[src/rtl/alarm_sequencer.sv]
// ---------------------------------------------------------------------------
// alarm_sequencer
//   Turns a time-of-day match into a ring episode. The episode is a series
//   of one-cycle set pulses to the alert player, spaced BEEP_PERIOD seconds
//   apart. It supports snooze and stop requests and times out by itself
//   after MAX_BEEPS pulses.
//
// Parameters
//   BEEP_PERIOD  seconds between set pulses while ringing (1..15)
//   MAX_BEEPS    set pulses per ring episode before auto-timeout (1..15)
//   SNOOZE_SEC   snooze duration in seconds (1..1023)
//
// Ports
//   clk         system clock
//   rst         asynchronous reset, active-low
//   sec_tick    one-cycle pulse per second
//   cur_hour    current hour   (0..23)
//   cur_min     current minute (0..59)
//   cur_sec     current second (0..59)
//   alarm_en    alarm armed (level)
//   alarm_hour  alarm hour     (0..23)
//   alarm_min   alarm minute   (0..59)
//   snooze      snooze request pulse
//   stop        stop request pulse
//   set         one-cycle pulse, starts one tone on the alert player
//   ringing     high while ringing
//   snoozed     high while snoozed
//   beep_count  set pulses issued in the current ring episode
// ---------------------------------------------------------------------------
module alarm_sequencer #(
    parameter int unsigned BEEP_PERIOD = 2,
    parameter int unsigned MAX_BEEPS   = 10,
    parameter int unsigned SNOOZE_SEC  = 300
) (
    input  logic       clk,
    input  logic       rst,
    input  logic       sec_tick,
    input  logic [4:0] cur_hour,
    input  logic [5:0] cur_min,
    input  logic [5:0] cur_sec,
    input  logic       alarm_en,
    input  logic [4:0] alarm_hour,
    input  logic [5:0] alarm_min,
    input  logic       snooze,
    input  logic       stop,
    output logic       set,
    output logic       ringing,
    output logic       snoozed,
    output logic [3:0] beep_count
);

    typedef enum logic [1:0] {
        IDLE   = 2'd0,
        RING   = 2'd1,
        SNOOZE = 2'd2
    } state_t;

    localparam logic [4:0] PERIOD = 5'(BEEP_PERIOD);
    localparam logic [3:0] MAXB   = 4'(MAX_BEEPS);
    localparam logic [9:0] SNZ    = 10'(SNOOZE_SEC);

    state_t     state_q, state_d;
    logic [3:0] sec_cnt_q, sec_cnt_d;
    logic [9:0] snz_cnt_q, snz_cnt_d;
    logic [3:0] beep_q, beep_d;
    logic       set_q, set_d;
    logic       ringing_q, snoozed_q;

    logic       time_match;
    logic [4:0] sec_next;

    // Only the tick at second 0 of the alarm minute matches, so each
    // matching minute triggers at most once.
    assign time_match = sec_tick && alarm_en && (cur_sec == 6'd0) &&
                        (cur_hour == alarm_hour) && (cur_min == alarm_min);

    // One bit wider than the counter so the compare is safe at PERIOD=15.
    assign sec_next = {1'b0, sec_cnt_q} + {4'd0, sec_tick};

    always_comb begin
        state_d   = state_q;
        sec_cnt_d = sec_cnt_q;
        snz_cnt_d = snz_cnt_q;
        beep_d    = beep_q;
        set_d     = 1'b0;

        unique case (state_q)
            IDLE: begin
                if (time_match) begin
                    state_d   = RING;
                    set_d     = 1'b1;
                    beep_d    = 4'd1;
                    sec_cnt_d = '0;
                    snz_cnt_d = '0;
                end
            end

            RING: begin
                if (!alarm_en || stop) begin
                    state_d   = IDLE;
                    sec_cnt_d = '0;
                    snz_cnt_d = '0;
                    beep_d    = '0;
                end else if (snooze) begin
                    state_d   = SNOOZE;
                    sec_cnt_d = '0;
                    snz_cnt_d = '0;
                    beep_d    = '0;
                end else if (sec_next >= PERIOD) begin
                    if (beep_q >= MAXB) begin
                        state_d   = IDLE;
                        sec_cnt_d = '0;
                        beep_d    = '0;
                    end else if (set_q) begin
                        // A pulse is already out this cycle; hold the period
                        // as elapsed so the beep fires one cycle later rather
                        // than back-to-back.
                        sec_cnt_d = PERIOD[3:0];
                    end else begin
                        sec_cnt_d = '0;
                        set_d     = 1'b1;
                        beep_d    = beep_q + 4'd1;
                    end
                end else begin
                    sec_cnt_d = sec_next[3:0];
                end
            end

            SNOOZE: begin
                if (!alarm_en || stop) begin
                    state_d   = IDLE;
                    sec_cnt_d = '0;
                    snz_cnt_d = '0;
                    beep_d    = '0;
                end else if (sec_tick) begin
                    if (snz_cnt_q + 10'd1 == SNZ) begin
                        state_d   = RING;
                        set_d     = 1'b1;
                        beep_d    = 4'd1;
                        sec_cnt_d = '0;
                        snz_cnt_d = '0;
                    end else begin
                        snz_cnt_d = snz_cnt_q + 10'd1;
                    end
                end
            end

            default: begin
                state_d   = IDLE;
                sec_cnt_d = '0;
                snz_cnt_d = '0;
                beep_d    = '0;
            end
        endcase
    end

    always_ff @(posedge clk or negedge rst) begin
        if (!rst) begin
            state_q   <= IDLE;
            sec_cnt_q <= '0;
            snz_cnt_q <= '0;
            beep_q    <= '0;
            set_q     <= 1'b0;
            ringing_q <= 1'b0;
            snoozed_q <= 1'b0;
        end else begin
            state_q   <= state_d;
            sec_cnt_q <= sec_cnt_d;
            snz_cnt_q <= snz_cnt_d;
            beep_q    <= beep_d;
            set_q     <= set_d;
            ringing_q <= (state_d == RING);
            snoozed_q <= (state_d == SNOOZE);
        end
    end

    assign set        = set_q;
    assign ringing    = ringing_q;
    assign snoozed    = snoozed_q;
    assign beep_count = beep_q;

endmodule

[config.mk]
export PLATFORM = sky130hd
export DESIGN_NAME = alarm_sequencer
export DESIGN_NICKNAME = d
export VERILOG_FILES = /design/src/rtl/alarm_sequencer.sv
export SDC_FILE = /design/constraint.sdc
export NUM_CORES = 1
export LEC_CHECK = 0
export ABC_CLOCK_PERIOD_IN_PS = 5400
export BUFFER_PORTS_ARGS = -buffer_cell sky130_fd_sc_hd__buf_2
export CORE_MARGIN = 2
export CORE_UTILIZATION = 49
export DETAILED_ROUTE_END_ITERATION = 16
export GPL_TIMING_DRIVEN = 0
export PLACE_DENSITY = 0.83
export SYNTH_ARGS = -nofsm -noshare
export SYNTH_HDL_FRONTEND = slang
export SYNTH_SLANG_ARGS = --single-unit
[constraint.sdc]
create_clock -name clk -period 5.4 [get_ports clk]
set_input_delay 1.08 -clock clk [delete_from_list [all_inputs] [get_ports clk]]
set_output_delay 1.08 -clock clk [all_outputs]
set_load 0.05 [all_outputs]
==> flow_summary_export.csv <==
group,metric,value,unit
run_status,status,"completed",
detailed_routing,routedLengthMet1,1421,µm
logic_synthesis,synth_ff_type,"dfrtp_1",
detailed_routing,ant_nets,0,
flow_run,max_cap_violations,0,
setup_path,r2r-start,"snz_cnt_q[0]$_DFFE_PN0P_",
floorplan,initial_core_util,52.32,%
sta,rsz0062_at_grt,"false",
detailed_routing,routedWlPerCell,13.99,µm
logic_synthesis,yosys-top-cells-area,"dfrtp_1, xnor2_1, nand2_1",
clock_tree,path_clk_slew,130,ps
logic_synthesis,yosys.area.top_type,"dfrtp_1",
setup_path,reg2reg_setup_slack,2800,ps
placement,io_buffers,40,
detailed_routing,drc,0,
logic_synthesis,syn_nets,197,
placement,dp_hpwl,2614,µm
finish,utilization,61.85,%
logic_synthesis,synth_compound_area_share,18.66,%
logic_synthesis,synthArstFlopShare,100.0,%
floorplan,die_w,58.50,µm
detailed_routing,routed_wl,3259,µm
setup_path,end_kind,"flip-flop",
logic_synthesis,synthXorXnorAreaFrac,6.621,%
finish,fin_nets,242,
global_routing,grtUsageTotal,20.28,%
clock_tree,cts_buffers,3,
power_and_ir_drop,cellLeakagePower,0.0008052,µW
floorplan,die_area,3422,µm²
floorplan,die_y,58.50,µm
sta,slew-limit-headroom,62.33,%
global_routing,grt_pass1_wl,5306,µm
global_routing,antenna_found_initial,0,
detailed_routing,routed-wl-met2,1521,µm
clock_tree,cts_hold_buf,0,
sta,final.setup.tns,0,ps
logic_synthesis,synthAdderAreaFrac,4.299,%
finish,areaGrowthSynthToFinish,18.23,%
global_routing,grt_pass1_vias,1314,
global_routing,grt_start_max_net_pins,24,
clock_tree,ctsHtreeMaxLevel,1,
logic_synthesis,seq_area_frac_synth,39.55,%
sta,post-route-period-util,53.42,%
sta,slew_viol_final,0,
clock_tree,clk_latency,310,ps
setup_path,path_class,"primary input to flip-flop",
logic_synthesis,syn-cell-area,1455,µm²
min_path,worstHoldStart,"sec_cnt_q[0]$_DFFE_PN0P_",
power_and_ir_drop,vdd_drop_max,0.1309,mV
floorplan,rows,19,
sta,worst_pin_slew,559.9,ps
clock_tree,tritoncts,"built",
min_path,hp-class,"flip-flop to flip-flop",
sta,max_freq,346.7,MHz
detailed_routing,via_per_inst,6.133,
detailed_routing,first_pass_iters,4,
logic_synthesis,synth.top_cell.area_share,39.55,%
logic_synthesis,ys_types,46,
sta,setup_viol,0,
detailed_routing,dr_total_vias,1429,
floorplan,core,2781,µm²
finish,drive_gt1_share,27.23,%
setup_path,cp.required,5600,ps
clock_tree,post_cts_buffers,0,
setup_path,worstPathArrival,3080,ps
sta,hold_violations,0,
floorplan,io_pins,41,
global_routing,grt_overflow,0,
clock_tree,cts_resized,0,
logic_synthesis,synth.area.mux_share,1.720,%
logic_synthesis,ys_seq_elements,23,
detailed_routing,met3WireLength,220,µm
power_and_ir_drop,p_per_area,175.0,nW/µm²
clock_tree,cts-root-buf,"clkbuf_4",
finish,nFillCells,228,
sta,period_needed,2885,ps
sta,fin_skew,3.375,ps
finish,n_antenna_cell,0,
logic_synthesis,synth.avg_cell_area,9.210,µm²
detailed_routing,topRoutingLayerUsed,"met4",
logic_synthesis,ys_warn_count,0,
logic_synthesis,synthSimpleGateAreaFrac,26.83,%
setup_path,crit_start,"cur_sec[3]",
clock_tree,cts.sink_count,23,
clock_tree,clk_path_buf_depth,2,
detailed_routing,drt_iter0_markers,45,
logic_synthesis,synthCells,158,
logic_synthesis,synth_edf_count,0,
setup_path,path_max_fanout,3,
logic_synthesis,synth_top_family_by_area,"simple AND/OR/NAND/NOR gates",
setup_path,startpoint_type,"primary input",
placement,gp_congestion,0.8002,
[through the flow]
| stage | cell area (µm²) | hold slack [ps] | setup slack [ps] | cells | total power [µW] |
|---|---|---|---|---|---|
| floorplan | 1455 | 465.8 | 2724 | 158 | 201.6 |
| global placement | 1694 | 486.0 | 2346 | 229 | 221.0 |
| detailed placement | 1694 | 497.8 | 2173 | 229 | 223.5 |
| CTS | 1720 | 525.2 | 2488 | 233 | 301.8 |
| global route | 1720 | 541.8 | 2332 | 233 | 310.9 |
| finish | 1720 | 524.4 | 2515 | 233 | 301.0 |
[final timing paths]
check | to | cells after the start
setup / recovery | snz_cnt_q[2]$_DFFE_PN0P_ | 7
hold / removal | sec_cnt_q[0]$_DFFE_PN0P_ | 1
setup reg to reg | beep_count[1]$_DFFE_PN0P_ | 8
hold reg to reg | sec_cnt_q[0]$_DFFE_PN0P_ | 1
max in group asynchronous | sec_cnt_q[2]$_DFFE_PN0P_ | 1
min in group asynchronous | beep_count[1]$_DFFE_PN0P_ | 1
[where the power goes]
part	leakage [µW]	internal (µW)	total, µW	switching, µW
clock network	0.0000150	28.9	81.2	52.4
registers	0.000313	176	182	6.18
logic	0.000477	19.3	37.3	18.0
[cells by family after synthesis]
family	Yosys count
adder cells (fa/ha/maj)	5
AND/OR/NAND/NOR	76
multiplexers	2
flip-flops	23
AO/OA/AOI/OAI	34
buffers and inverters	7
XOR/XNOR	11
[layout make-up]
| cell class | count | area [µm²] | area share (%) |
|---|---|---|---|
| Tap cell | 31 | 38.79 | 2.255 |
| Sequential cell | 23 | 575.6 | 33.45 |
| Multi-Input combinational cell | 128 | 845.8 | 49.16 |
| Clock buffer | 4 | 26.28 | 1.527 |
| Inverter | 3 | 11.26 | 0.6545 |
| Timing Repair Buffer | 40 | 200.2 | 11.64 |
| Buffer | 4 | 22.52 | 1.309 |
[synth_stat cells, types with 2 or more instances]
| cell | number |
|---|---|
| a21oi_1 | 3 |
| a221o_1 | 4 |
| a22o_1 | 2 |
| and2_1 | 4 |
| and3_1 | 2 |
| clkbuf_1 | 3 |
| dfrtp_1 | 23 |
| ha_1 | 5 |
| inv_1 | 3 |
| nand2_1 | 21 |
| nand2b_1 | 3 |
| nand3_1 | 6 |
| nand4_1 | 4 |
| nor2_1 | 15 |
| nor3_1 | 5 |
| nor4_1 | 3 |
| o21ai_0 | 7 |
| o31ai_1 | 2 |
| or2_2 | 3 |
| or3_1 | 4 |
| xnor2_1 | 11 |
[routing by layer]
layer | global-route usage, % | vias to the layer above
met5 | 0 | -
met3 | 2.637 | 10
met1 | 24.29 | 672
met2 | 35.15 | 73
li1 | - | 674
met4 | 10.96 | 0
[layout by cell type, fill, tap and decap left out, drive strengths merged, types with 2 or more instances in the layout]
cell type,instances
o21ai,7
inv,3
a21oi,3
a22o,2
and3,2
and2,4
o211ai,2
clkbuf,7
xnor2,11
nand2,21
a221o,4
ha,5
o31ai,2
dfrtp,23
nor3,6
buf,41
nand3,7
or3,4
nor2,15
nand4,4
or2,4
nand2b,3
nor4,3
[flip-flops by register name (all words and copies together) (netlist names)]
register    count
state_q         2
beep_count      4
ringing         1
set             1
sec_cnt_q       4
snz_cnt_q      10
snoozed         1
[worst max-delay path: stages]
cell      delay (ps)
buf_2            100
nor4_1           340
nand4_1          140
nor4_1           500
o211ai_1         210
or3_1            390
o311ai_0         330
(Power assumes the default switching activity.)
